$ cat src/rtl/keystream_gen_if.sv
// Keystream port bundle: seed/request controls in, keystream word out.
// The master side drives requests and readiness. The slave side is the generator.
interface keystream_if #(
  parameter int N = 16
);
  logic          seed_load;
  logic [15:0]   seed_in;
  logic          req;
  logic          ks_valid;
  logic          ks_ready;
  logic [N-1:0]  ks_word;
  logic          busy;

  modport master (
    output seed_load, seed_in, req, ks_ready,
    input  ks_valid, ks_word, busy
  );

  modport slave (
    input  seed_load, seed_in, req, ks_ready,
    output ks_valid, ks_word, busy
  );
endinterface

$ cat src/rtl/keystream_gen.sv
// Keystream generator.
// A 16-bit Galois LFSR is clocked N times to gather one N-bit word in a
// shift register. The word is then held for the downstream XOR stage until
// that stage accepts it. The LFSR state carries across words, so
// consecutive words form one contiguous bit sequence.
//
//   state | meaning
//   ------+-------------------------------------------------------------
//   IDLE  | waiting; seed_load reloads the LFSR, req starts a word
//   GEN   | one LFSR bit per cycle shifted into sh, N cycles total
//   VALID | ks_word presented and held; LFSR frozen until ks_ready
module keystream_gen #(
  parameter int          N    = 16,
  parameter logic [15:0] TAPS = 16'hB400,
  parameter logic [15:0] SEED = 16'hACE1
) (
  input  logic      clk,
  input  logic      rst_n,
  keystream_if.slave bus
);

  localparam int CW = $clog2(N + 1);

  typedef enum logic [1:0] {
    IDLE  = 2'd0,
    GEN   = 2'd1,
    VALID = 2'd2
  } state_t;

  state_t        state, state_nxt;
  logic [15:0]   lfsr, lfsr_nxt, lfsr_step;
  logic [N-1:0]  sh, sh_nxt, sh_shift;
  logic [CW-1:0] cnt, cnt_nxt;
  logic          last_bit;

  // The x^16 term always feeds back, so a nonzero state never steps to zero.
  assign lfsr_step = (lfsr >> 1) ^ (lfsr[0] ? TAPS : 16'h0000);

  // New bits enter at the MSB, so the first bit drifts down to ks_word[0].
  if (N == 1) begin : g_sh_single
    assign sh_shift = lfsr[0];
  end else begin : g_sh_multi
    assign sh_shift = {lfsr[0], sh[N-1:1]};
  end

  assign last_bit = (cnt == CW'(N - 1));

  // Next-state logic, plus the LFSR, shift and count updates.
  always_comb begin
    state_nxt = state;
    lfsr_nxt  = lfsr;
    sh_nxt    = sh;
    cnt_nxt   = cnt;
    case (state)
      IDLE: begin
        if (bus.seed_load) begin
          lfsr_nxt = (bus.seed_in == 16'h0000) ? SEED : bus.seed_in;
        end else if (bus.req) begin
          state_nxt = GEN;
          cnt_nxt   = '0;
        end
      end
      GEN: begin
        sh_nxt   = sh_shift;
        lfsr_nxt = lfsr_step;
        cnt_nxt  = cnt + CW'(1);
        if (last_bit) begin
          state_nxt = VALID;
        end
      end
      VALID: begin
        if (bus.ks_ready) begin
          if (bus.req) begin
            state_nxt = GEN;
            cnt_nxt   = '0;
          end else begin
            state_nxt = IDLE;
          end
        end
      end
      default: begin
        state_nxt = IDLE;
      end
    endcase
  end

  // State and datapath registers; reset drops any partial word.
  always_ff @(posedge clk or negedge rst_n) begin
    if (!rst_n) begin
      state <= IDLE;
      lfsr  <= SEED;
      sh    <= '0;
      cnt   <= '0;
    end else begin
      state <= state_nxt;
      lfsr  <= lfsr_nxt;
      sh    <= sh_nxt;
      cnt   <= cnt_nxt;
    end
  end

  assign bus.ks_valid = (state == VALID);
  assign bus.busy     = (state != IDLE);
  assign bus.ks_word  = sh;

endmodule

$ cat src/flat_wrapper.sv
// flat-port wrapper written by rule: the top's interface ports become plain ports
module keystream_gen_flat 
#(
  parameter int          N    = 16,
  parameter logic [15:0] TAPS = 16'hB400,
  parameter logic [15:0] SEED = 16'hACE1
)
  (clk, rst_n, bus_seed_load, bus_seed_in, bus_req, bus_ks_ready, bus_ks_valid, bus_ks_word, bus_busy);
  keystream_if #(.N(N)) bus_i ();
  input  logic clk;
  input  logic rst_n;
  input wire logic [$bits(bus_i.seed_load)-1:0] bus_seed_load;
  input wire logic [$bits(bus_i.seed_in)-1:0] bus_seed_in;
  input wire logic [$bits(bus_i.req)-1:0] bus_req;
  input wire logic [$bits(bus_i.ks_ready)-1:0] bus_ks_ready;
  output wire logic [$bits(bus_i.ks_valid)-1:0] bus_ks_valid;
  output wire logic [$bits(bus_i.ks_word)-1:0] bus_ks_word;
  output wire logic [$bits(bus_i.busy)-1:0] bus_busy;
  assign bus_i.seed_load = bus_seed_load;
  assign bus_i.seed_in = bus_seed_in;
  assign bus_i.req = bus_req;
  assign bus_i.ks_ready = bus_ks_ready;
  assign bus_ks_valid = bus_i.ks_valid;
  assign bus_ks_word = bus_i.ks_word;
  assign bus_busy = bus_i.busy;
  keystream_gen #(.N(N), .TAPS(TAPS), .SEED(SEED)) u_core (.clk(clk), .rst_n(rst_n), .bus(bus_i));
endmodule
$ cat config.mk
export PLATFORM = sky130hd
export DESIGN_NAME = keystream_gen_flat
export DESIGN_NICKNAME = d
export VERILOG_FILES = /design/src/rtl/keystream_gen_if.sv /design/src/rtl/keystream_gen.sv /design/src/flat_wrapper.sv
export SDC_FILE = /design/constraint.sdc
export NUM_CORES = 1
export LEC_CHECK = 0
export CAP_MARGIN = 10
export CORE_MARGIN = 4
export CORE_UTILIZATION = 52
export CTS_BUF_LIST = sky130_fd_sc_hd__clkbuf_4 sky130_fd_sc_hd__clkbuf_8
export DETAILED_ROUTE_END_ITERATION = 10
export HOLD_SLACK_MARGIN = 0.12
export PLACE_DENSITY = 0.93
export SYNTH_ARGS = -nofsm -noshare
export SYNTH_HDL_FRONTEND = slang
export SYNTH_SLANG_ARGS = --single-unit
$ cat constraint.sdc
create_clock -name clk -period 1.4 [get_ports clk]
set_input_delay 0.42 -clock clk [delete_from_list [all_inputs] [get_ports clk]]
set_output_delay 0.42 -clock clk [all_outputs]
set_load 0.02 [all_outputs]
==> results.md <==
- Post-synthesis cell area: 0.001803 mm²
- Hold WS: 0.4997 ns
- P&R area growth vs syn: 60.44%
- First-pass GRT wire length: 8749 µm
- Mean Syn Cell Area: 9.199 µm²
- Kind of critical path: flop to flop
- Crit-path slowest cell: dfrtp_1
- Final min period: 1.644 ns
- Max-slew violations: 0
- Pwr Density: 2098 mW/mm²
- DIE WIDTH: 66.89 µm
- Post-Synth XOR/XNOR Area: 1.457%
- Placed insts: 309
- Psw: 2.607 mW
- Remaining antenna violation count: 0
- Worst-path clk slew: 0.12 ns
- Pint: 3.462 mW
- Sw Ratio: 42.96%
- Pre-CTS WS: -0.6183 ns
- Max IR drop VDD: 1.433 mV
- Slowest stage delay, CP: 0.43 ns
- Synthesis Warnings: 0
- Nets: 307
- Power after layout: 6.070 mW
- CP required: 1.66 ns
- Tcrit/Tclk final: 117.4%
- Grt ovf: 0
- Share of layout cells above drive strength 1: 45.96%
- Sequential share of power: 34.7%
- Largest net degree at the start of global routing: 40
- Multiplexer share of the synthesized area: 2.290%
- Flops & latches, synth: 39
- Max FO, Critical Path: 4
- Dominant combinational cell family by area after synthesis: simple AND/OR/NAND/NOR gates
- Drt first pass iters: 5
- PortBufs: 38
- Commonest non-fill, non-tap cell in the layout: nand2_1
- Initial antenna violation count: 0
- GRT Resource Usage Total: 27.54%
- Max Freq: 608.2 MHz
- Levels on crit path: 6
- Outcome: complete, but fails checks
- Asr flop ratio synth: 100.0%
- Failing checks: negative setup slack
- Hold depth: 2
- R2R cell count: 6
- CTS Buffer Depth: 2
- DR WL/cell: 21.68 µm
- LEAKAGE: 1.415 nW
- Worst setup SP type: flop
- Most frequent cells in the layout: 52 x nand2_1, 37 x buf_4, 31 x dfrtp_1
- Critical path cell sequence: or2_4 -> buf_4 -> buf_6 -> nor2_4 -> mux2i_1 -> o21ai_1
- RSZ-0062 raised after global routing: true
- Crit end category: flop
- Top delay family on crit path: simple AND/OR/NAND/NOR gates
- Dpl hpwl: 3634 µm
- CTS tree: built
- Number of synthesized flops with an enable pin: 0
- CP bufs+invs: 2
- Post-Synthesis Cells: 196
- Core Util, Final: 86.69%
- Via density: 6.015
- Number of global-route vias before repair: 1848
- Compound-Gate Fraction of Synth Area: 14.23%
- Number of max-cap violations: 0
- # clock sinks: 39
- Num CTS Buffers: 5
- Combinational Power Share: 53.6%
- Final Hold Fails: 0
- Actual slew at the worst max-slew pin: 0.2763 ns
- Critical path arrival: 1.91 ns
- Synth cell types: 33
- Adder-cell share of the synthesized area: 1.388%
- Root buffer cell: clkbuf_4
- DRC: 0
- CORE AREA: 0.003337 mm²
- Initial Util: 54.03%
- Tightest Hold Check Type: flop to flop
- Die Span Y: 66.89 µm
- Ports: 39
- # rows: 21
- DR iter-0 viols: 248
- RePlAce Congestion: 0.8409
- Number of diodes: 0
- Clk_lat worst skew: 0.37 ns
- Synth Area in Simple Gates: 22.00%
- Mapped Nets: 219
- Slew HR: 81.44%
- Final Setup Violations: 41
- Seq/Total Area, Yosys: 54.68%
- Die area: 0.004474 mm²
- Finished Layout Cells: 331
- Drt total wl: 7176 µm
- H-tree levels: 2
- Worst Setup Slack, final: -0.2441 ns
- Vias: 1991
- Worst clock skew: 0.006613 ns
- Top FF cell, synth: dfrtp_1
- Clk pwr share: 11.7%
-- worst paths after layout --
kind / slack (ns) / start / endpoint
max in group asynchronous: 0.61 / rst_n / u_core.lfsr[7]
max reg2reg: -0.24 / u_core.state[1] / u_core.lfsr[12]
min in group asynchronous: 0.53 / rst_n / u_core.lfsr[12]
max: -0.24 / u_core.state[1] / u_core.lfsr[12]
min: 0.50 / u_core.lfsr[6] / u_core.lfsr[6]
min reg2reg: 0.50 / u_core.lfsr[6] / u_core.lfsr[6]
-- what timing repair did --
action / in CTS / in global routing
pin swaps: 12 / 9
setup buffers: 5 / 6
gates cloned: 0 / 3
endpoints found under the hold margin: 31 / 0
hold buffers: 1 / 0
setup endpoints to repair: 29 / 26
resized for setup: 100 / 47
-- per-layer routing --
metal  wire (µm)  up-vias  GRT usage (%)  part of all wire, %
met5           0        -              0                    0
met4         423        0          15.95                  5.9
met3         675       38          8.094                  9.4
met2        3488      157          47.03                   49
met1        2589      952          30.09                   36
li1            -      844              -                    -
-- cell usage after synthesis, types with 2 or more instances --
cell	count	area, µm²
a21oi_1	7	35.03
a31oi_1	2	12.51
o21ai_1	15	75.07
o22ai_1	2	12.51
inv_1	5	18.77
nor2b_1	3	18.77
nor2_1	4	15.01
nand2b_1	4	25.02
dfrtp_1	31	775.7
mux2i_1	3	30.03
xor2_1	3	26.28
nor4_1	4	25.02
nand2_1	63	236.5
clkbuf_1	5	18.77
ha_1	2	25.02
a22o_1	2	17.52
buf_2	6	30.03
a22oi_1	8	60.06
nor3_1	5	25.02
dfstp_2	8	210.2
and2_1	2	12.51
-- logic make-up after synthesis --
kind of cell / Yosys count
adder cells (fa/ha/maj): 2
AO/OA/AOI/OAI: 41
AND/OR/NAND/NOR: 90
multiplexers: 4
buffers and inverters: 17
XOR/XNOR: 3
flip-flops: 39
-- flip-flops by register name (all words and copies together), names as in the netlist --
signal,cells
u_core.lfsr,16
u_core.cnt,5
u_core.bus.ks_word,16
u_core.state,2
-- power groups by stage --
stage          Sequential [mW]  Clock, mW  Combinational, mW
3_5_place_dp              2.03          0               2.47
2_1_floorplan             2.16          0               1.17
5_1_grt                   2.13      0.776               3.44
3_3_place_gp              1.99          0               2.33
4_1_cts                   2.01      0.687               2.48
6_report                  2.11      0.710               3.25
-- metrics by stage --
step	setup TNS (ns)	cell area [µm²]
2_1_floorplan	0	1805
4_1_cts	-0.3263	2618
5_1_grt	-4.895	2893
3_5_place_dp	-9.124	2502
3_3_place_gp	-8.191	2502
6_report	-4.031	2893
-- final cells by class --
type,count,area [µm²]
fillers,145,444.2
well taps,46,57.56
clock buffers,8,72.57
repair buffers,92,788.3
inverters,6,25.02
flip-flops and latches,39,985.9
multi-input cells,140,963.4
-- worst register-to-register path, cell delays in order (launching register included) --
cell and delay [ns]:
dfrtp_1 0.43, or2_4 0.28, buf_4 0.14, buf_6 0.11, nor2_4 0.18, mux2i_1 0.28, o21ai_1 0.11
No activity file was read; power rests on OpenSTA's default activity.
